### src/rtl/nibble_serial_adder_pkg.sv
// Shared definitions for the nibble-serial adder: the slice width and
// the sequencer state encoding.
package nibble_serial_adder_pkg;

  localparam int NIBBLE_W = 4;

  typedef enum logic [1:0] {
    ST_IDLE = 2'd0,
    ST_RUN  = 2'd1,
    ST_DONE = 2'd2
  } state_t;

endpackage

### src/rtl/nibble_adder_cell.sv
// Combinational 4-bit ripple adder.  Each bit position generates its
// carry as the majority of a, b and the incoming carry.
module nibble_adder_cell
  import nibble_serial_adder_pkg::*;
(
  input  logic [NIBBLE_W-1:0] a,
  input  logic [NIBBLE_W-1:0] b,
  input  logic                cin,
  output logic [NIBBLE_W-1:0] s,
  output logic                cout
);

  logic [NIBBLE_W:0] c;

  assign c[0] = cin;

  generate
    for (genvar gi = 0; gi < NIBBLE_W; gi++) begin : g_bit
      assign s[gi]   = a[gi] ^ b[gi] ^ c[gi];
      assign c[gi+1] = (a[gi] & b[gi]) | (a[gi] & c[gi]) | (b[gi] & c[gi]);
    end
  endgenerate

  assign cout = c[NIBBLE_W];

endmodule

### src/rtl/nibble_serial_adder.sv
// Adds two WIDTH-bit operands one nibble per clock through a single shared
// adder cell, with a start/busy/done handshake toward the requester.
module nibble_serial_adder
  import nibble_serial_adder_pkg::*;
#(
  parameter  int NIBBLES = 4,
  parameter  int CNT_W   = 2,
  localparam int WIDTH   = NIBBLE_W * NIBBLES
) (
  input  logic             clk,
  input  logic             rst_n,
  input  logic             start,
  input  logic [WIDTH-1:0] A,
  input  logic [WIDTH-1:0] B,
  input  logic             C_in,
  output logic             busy,
  output logic             done,
  output logic [WIDTH-1:0] Sum,
  output logic             C_out,
  output logic             Ovf
);

  state_t             state_reg, state_next;
  logic [CNT_W-1:0]   cnt_reg, cnt_next;
  logic               carry_reg, carry_next;
  logic [WIDTH-1:0]   a_reg, a_next;
  logic [WIDTH-1:0]   b_reg, b_next;
  logic [WIDTH-1:0]   sum_reg, sum_next;
  logic               c_out_reg, c_out_next;
  logic               ovf_reg, ovf_next;

  logic [NIBBLE_W-1:0] a_nib [NIBBLES];
  logic [NIBBLE_W-1:0] b_nib [NIBBLES];
  logic [NIBBLE_W-1:0] cell_s;
  logic                cell_cout;
  logic                last_nib;

  generate
    for (genvar gi = 0; gi < NIBBLES; gi++) begin : g_slice
      assign a_nib[gi] = a_reg[gi*NIBBLE_W +: NIBBLE_W];
      assign b_nib[gi] = b_reg[gi*NIBBLE_W +: NIBBLE_W];
    end
  endgenerate

  // The single cell is time-multiplexed: the counter picks this cycle's nibble.
  nibble_adder_cell u_cell (
    .a    (a_nib[cnt_reg]),
    .b    (b_nib[cnt_reg]),
    .cin  (carry_reg),
    .s    (cell_s),
    .cout (cell_cout)
  );

  assign last_nib = (cnt_reg == CNT_W'(NIBBLES - 1));

  always_comb begin
    state_next = state_reg;
    cnt_next   = cnt_reg;
    carry_next = carry_reg;
    a_next     = a_reg;
    b_next     = b_reg;
    sum_next   = sum_reg;
    c_out_next = c_out_reg;
    ovf_next   = ovf_reg;
    busy       = 1'b0;
    done       = 1'b0;

    case (state_reg)
      ST_IDLE, ST_DONE: begin
        done = (state_reg == ST_DONE);
        if (start) begin
          state_next = ST_RUN;
          a_next     = A;
          b_next     = B;
          carry_next = C_in;
          cnt_next   = '0;
          sum_next   = '0;
        end else begin
          state_next = ST_IDLE;
        end
      end
      ST_RUN: begin
        busy = 1'b1;
        sum_next[cnt_reg*NIBBLE_W +: NIBBLE_W] = cell_s;
        carry_next = cell_cout;
        cnt_next   = cnt_reg + CNT_W'(1);
        if (last_nib) begin
          c_out_next = cell_cout;
          // Signed overflow: like-signed operands yielding a differently signed result.
          ovf_next   = (a_reg[WIDTH-1] == b_reg[WIDTH-1]) &&
                       (cell_s[NIBBLE_W-1] != a_reg[WIDTH-1]);
          state_next = ST_DONE;
        end
      end
      default: state_next = ST_IDLE;
    endcase
  end

  always_ff @(posedge clk) begin
    if (!rst_n) begin
      state_reg <= ST_IDLE;
      cnt_reg   <= '0;
      carry_reg <= 1'b0;
      a_reg     <= '0;
      b_reg     <= '0;
      sum_reg   <= '0;
      c_out_reg <= 1'b0;
      ovf_reg   <= 1'b0;
    end else begin
      state_reg <= state_next;
      cnt_reg   <= cnt_next;
      carry_reg <= carry_next;
      a_reg     <= a_next;
      b_reg     <= b_next;
      sum_reg   <= sum_next;
      c_out_reg <= c_out_next;
      ovf_reg   <= ovf_next;
    end
  end

  assign Sum   = sum_reg;
  assign C_out = c_out_reg;
  assign Ovf   = ovf_reg;

endmodule
### config.mk
export PLATFORM = sky130hd
export DESIGN_NAME = nibble_serial_adder
export DESIGN_NICKNAME = d
export VERILOG_FILES = /design/src/rtl/nibble_serial_adder_pkg.sv /design/src/rtl/nibble_adder_cell.sv /design/src/rtl/nibble_serial_adder.sv
export SDC_FILE = /design/constraint.sdc
export NUM_CORES = 1
export LEC_CHECK = 0
export CAP_MARGIN = 20
export CORE_ASPECT_RATIO = 0.8
export CORE_MARGIN = 1
export CORE_UTILIZATION = 45
export CTS_BUF_LIST = sky130_fd_sc_hd__clkbuf_8 sky130_fd_sc_hd__clkbuf_16
export CTS_CLUSTER_SIZE = 14
export DETAILED_ROUTE_END_ITERATION = 12
export PLACE_DENSITY = 0.7
export SLEW_MARGIN = 20
export SYNTH_ARGS = -nofsm -noshare
export SYNTH_HDL_FRONTEND = slang
export SYNTH_SLANG_ARGS = --single-unit
### constraint.sdc
create_clock -name clk -period 3.6 [get_ports clk]
set_clock_uncertainty 0.05 [all_clocks]
set_input_delay 0.72 -clock clk [delete_from_list [all_inputs] [get_ports clk]]
set_output_delay 0.72 -clock clk [all_outputs]
set_load 0.03 [all_outputs]
==> impl_metrics.ini, run 1 <==
[run_status]
status = completed

[sta]
relSlewSlack_pct = 66.5
drv_slew = 0
setup_viol = 0
tightest_slew_ps = 501
fmax_mhz = 335
post-route-period-util_pct = 82.8
tns_ps = 0
period_needed_ps = 2980
rsz0062_at_grt = no
hold_viol = 0

[drt]
avgRoutedWirePerCell_um = 14.0
vias = 1983
drt_iter0_markers = 100
via_per_inst = 5.29
drc = 0
ant_nets = 0
wirelength_um = 5260
drtPass1Iterations = 4

[power]
leakage_nw = 1.08
cellPowerDensity_nw_per_um2 = 383
vdd_drop_max_v = 0.000284

[worst_setup_path]
endpoint_kind = flop
reg2reg_from = cnt_reg[1]
cp.arrival_ps = 3150
required_ps = 3770
r2r_slack_ps = 620
critPathLaunchType = flop
path_class = flop to flop
worstPathMaxFanout = 12
r2r_end = Ovf
worst-r2r-cell-count = 9

[layout]
syn2layout_area_growth_pct = 27.1
drive_gt1_share_pct = 7.67
diodes = 0
final_area_um2 = 3040
final_cell_mix = nand2_1, dfxtp_1, clkdlybuf4s50_1, a21oi_1, inv_1
nets = 358
final_cells = 375
mostFrequentLayoutCell = nand2_1

[placement]
dpl-instance-area_um2 = 2970
io_buffers = 55
dp_cells = 369
globalplace.congestion = 0.781
dp_hpwl_um = 3830

[clock_tree]
clkTransAtPathRegs_ps = 90
htreeDepth = 2
postCtsSetupBuffers = 0
clk_path_buf_depth = 2
worstSkewPairLatency_ps = 300
cts_root_buffer = clkbuf_8
cts_made_buffers = 5
holdBufCountCts = 0
post_cts_resized = 0
clock-sinks = 55
cts_tree = built

[logic_synthesis]
synth.distinct_cells = 30
synthArstFlopShare_pct = 0
yosysWarnings = 0
synth_compound_area_share_pct = 15.0
synthFlopType = dfxtp_1
synth_seq_area_share_pct = 46.0
synthXorXnorAreaFrac_pct = 0
synth_edf_count = 0
synthAdderAreaFrac_pct = 5.44
syn_inst = 264
synth-simple-area-share_pct = 20.3
syn_nets = 308
syn_area_um2 = 2390
ys_seq_elements = 55
synth_top_family_by_area = simple AND/OR/NAND/NOR gates
muxShareOfSynthArea_pct = 7.53
avgSynthCellArea_um2 = 9.07

[grt]
grt_pass1_wl_um = 8740
grt_start_max_net_pins = 45
antenna_found_initial = 0
globalRouteTotalUtil_pct = 19.8
grt_pass1_vias = 1764
overflow = 0

[die]
core_um2 = 5060
dieArea_um2 = 5620
initial_utilization_pct = 47.3
die_w_um = 83.5
io_pins = 56
dieHeight_um = 67.2
num_rows = 23

[min_path]
worstHoldStart = a_reg[13]
min_to = a_reg[13]
whs_path_depth = 2
hp-class = flop to flop

[run]
drv_cap = 0
how the worst max path moves through the flow:
stage / end / slack [ps] / cells past startpoint / start
finish: Ovf / 620 / 9 / cnt_reg[1]
global route: Sum[7] / 500 / 9 / cnt_reg[1]
CTS: Ovf / 610 / 9 / cnt_reg[1]
detailed placement: Ovf / 640 / 9 / cnt_reg[1]
global placement: Sum[15] / 700 / 9 / cnt_reg[1]
floorplan: Ovf / 620 / 10 / cnt_reg[0]
report_power, final:
part | internal [W] | switching, W
Combinational | 0.0000925 | 0.000107
Sequential | 0.000635 | 0.0000215
Clock | 0.000128 | 0.000181
Total | 0.000855 | 0.000309
cell type report:
class / instances / area [um2]
tap: 62 / 77.6
timing repair buffer: 60 / 588
sequential: 55 / 1100
clock inverter: 1 / 3.75
inverter: 12 / 47.5
clock buffer: 5 / 68.8
multi-input combinational: 180 / 1160
fill: 461 / 2020
logic make-up after synthesis:
group,count (synthesis)
buf+inv,29
flops,55
fa+ha+maj,8
mux,8
compound gates,58
simple gates,106
critical path, stage by stage (launching register included):
cell      delay (ps)
dfxtp_1          630
mux4_2           310
fa_1             160
inv_1             50
fa_1             370
fa_1             360
inv_1             70
fa_1             500
nand3b_1         200
a211oi_1         200
Yosys cell counts, types with 2 or more instances:
cell       number  area, um2
a21oi_1        41        205
a32o_1          4       40.0
buf_2           7       35.0
buf_4           3       22.5
clkbuf_1        6       22.5
dfxtp_1        55       1100
fa_1            4       80.1
ha_1            4       50.1
inv_1          10       37.5
mux4_2          8        180
nand2_1        74        278
nand2b_1        2       12.5
nand3_1         8       40.0
nand3b_1        5       37.5
nand4_1         8       50.1
nor2_1          4       15.0
nor2b_1         2       12.5
o21ai_0         5       25.0
o2bb2ai_1       3       26.3
per-stage QoR:
stage	hold WS (ps)	power [W]	util [%]	setup slack (ps)
2_1_floorplan	383	0.000792	-	618
3_3_place_gp	393	0.000867	58.6	697
3_5_place_dp	400	0.000872	58.6	636
4_1_cts	412	0.00117	60.1	606
5_1_grt	432	0.00123	60.1	504
6_report	410	0.00116	60.1	619
per-layer routing:
layer	part of all wire (%)	track usage (%)	up-vias
met4	0.15	3.81	0
met2	46	30.2	50
met5	0	0	-
met3	4.6	4.28	2
li1	-	-	1002
met1	50	29.2	929
No activity file was read; power rests on OpenSTA's default activity.
==> run 2, diff against run 1 <==
--- a/config.mk
+++ b/config.mk
@@ -8,11 +8,11 @@
 export CAP_MARGIN = 20
 export CORE_ASPECT_RATIO = 0.8
 export CORE_MARGIN = 1
-export CORE_UTILIZATION = 45
+export CORE_UTILIZATION = 44
 export CTS_BUF_LIST = sky130_fd_sc_hd__clkbuf_8 sky130_fd_sc_hd__clkbuf_16
 export CTS_CLUSTER_SIZE = 14
 export DETAILED_ROUTE_END_ITERATION = 12
-export PLACE_DENSITY = 0.7
+export PLACE_DENSITY = 0.72
 export SLEW_MARGIN = 20
 export SYNTH_ARGS = -nofsm -noshare
 export SYNTH_HDL_FRONTEND = slang
==> constraint.sdc (replaced) <==
create_clock -name clk -period 2.6 [get_ports clk]
set_clock_uncertainty 0.05 [all_clocks]
set_input_delay 0.52 -clock clk [delete_from_list [all_inputs] [get_ports clk]]
set_output_delay 0.52 -clock clk [all_outputs]
set_load 0.03 [all_outputs]
==> impl_metrics.ini, run 2 (same netlist as run 1, synthesis figures left out) <==
[run_status]
status = finished with violations
violations = design-rule violations, negative setup slack

[sta]
drv_slew = 0
period_needed_ps = 2770
hold_viol = 0
worst_slack_ps = -168
rsz0062_at_grt = yes
tns_ps = -559
tightest_slew_ps = 542
relSlewSlack_pct = 63.7
fmax_mhz = 361
post-route-period-util_pct = 106
setup_viol = 5

[layout]
diodes = 0
final_area_um2 = 3130
nets = 366
syn2layout_area_growth_pct = 30.8
drive_gt1_share_pct = 12.7
final_cell_mix = nand2_1, clkdlybuf4s50_1, dfxtp_1, a21oi_1, buf_4
mostFrequentLayoutCell = nand2_1

[worst_setup_path]
required_ps = 2780
cp.arrival_ps = 2950
slowest_delay_ps = 510
path_class = flop to flop
startpoint = cnt_reg[0]
reg2reg_from = cnt_reg[0]
path_cells = mux4_2 > fa_2 > inv_2 > fa_2 > fa_2 > inv_2 > fa_2 > nand3b_1 > a211oi_2
critPathLaunchType = flop
r2r_slack_ps = -170
worstPathMaxFanout = 5
endpoint_kind = flop
worst-path-buf-inv = 2
crit_top_cell = fa_2
path_delay_family = adder cells
crit_path_top_delay_cell = mux4_2

[placement]
dp_hpwl_um = 4060
io_buffers = 55
pre_cts_slack_ps = -188
dpl-instance-area_um2 = 3030
globalplace.congestion = 0.777

[drt]
avgRoutedWirePerCell_um = 14.0
vias = 2031
ant_nets = 0
drc = 2
drt_iter0_markers = 122
wirelength_um = 5380
via_per_inst = 5.28
drtPass1Iterations = 8

[die]
dieArea_um2 = 5740
die_w_um = 84.5
dieHeight_um = 68.0
initial_utilization_pct = 46.7
num_rows = 23
io_pins = 56
core_um2 = 5120

[power]
p_int_w = 0.00120
pwr-share-comb_pct = 18.1
seqPwrFrac_pct = 55.1
vdd_drop_max_v = 0.000294
pwr-share-clk_pct = 26.9
p_sw_share_pct = 26.8
leakage_nw = 1.13
total_power_w = 0.00164
cellPowerDensity_nw_per_um2 = 524
p_sw_w = 0.000440

[grt]
grt_start_max_net_pins = 43
antenna_found_initial = 0
grt_pass1_vias = 1918
overflow = 0
grt_pass1_wl_um = 9180
globalRouteTotalUtil_pct = 20.7

[run]
drv_cap = 0

[clock_tree]
cts_root_buffer = clkbuf_8
clk_path_buf_depth = 2
worstSkewPairLatency_ps = 300
cts_tree = built
holdBufCountCts = 0
clkTransAtPathRegs_ps = 90
htreeDepth = 2
cts_made_buffers = 5
clock-sinks = 55

[min_path]
worstHoldStart = a_reg[12]
hp-class = flop to flop
-- run 2: tightest hold or removal path, delay by kind of cell, from the launching register on --
kind,cells,cell delay (ps)
flops,1,320
compound gates,1,50
simple gates,1,50
-- run 2: final timing paths --
path	end	cells past startpoint
worst min register to register	a_reg[12]	2
worst max-delay path	Ovf	9
worst min-delay path	a_reg[12]	2
worst max register to register	Ovf	9
-- run 2: final cells by class --
| type | instances | area (um2) |
|---|---|---|
| flip-flops and latches | 55 | 1100 |
| fillers | 472 | 1990 |
| repair buffers | 68 | 648 |
| multi-input cells | 180 | 1170 |
| well taps | 62 | 77.6 |
| clock buffers | 5 | 68.8 |
| inverters | 12 | 47.5 |
| clock inverters | 3 | 12.5 |
-- run 2: routing by layer --
metal / vias to the layer above / part of all wire, % / track usage (%)
met1: 960 / 48 / 28.7
met2: 50 / 46 / 33.5
met3: 4 / 5.3 / 4.10
met4: 0 / 1.0 / 5.72
li1: 1017 / - / -
met5: - / 0 / 0
-- run 2: per-stage QoR --
stage          hold WS (ps)  cells  utilization (%)
2_1_floorplan           383    264                -
3_3_place_gp            392    376             59.2
3_5_place_dp            393    376             59.2
4_1_cts                 406    385             61.0
5_1_grt                 431    385             61.1
6_report                405    385             61.1
-- run 2: power by group through the flow --
stage | logic [W] | clock network, W | registers [W]
3_3_place_gp | 0.000288 | 0 | 0.000923
5_1_grt | 0.000329 | 0.000487 | 0.000910
4_1_cts | 0.000297 | 0.000451 | 0.000904
6_report | 0.000297 | 0.000441 | 0.000904
3_5_place_dp | 0.000293 | 0 | 0.000924
2_1_floorplan | 0.000178 | 0 | 0.000923
-- run 2: repair_timing --
action	4_1_cts	5_1_grt
pin swaps	0	3
resized for setup	2	3
buffers inserted	1	0
endpoints found under the setup margin	5	5
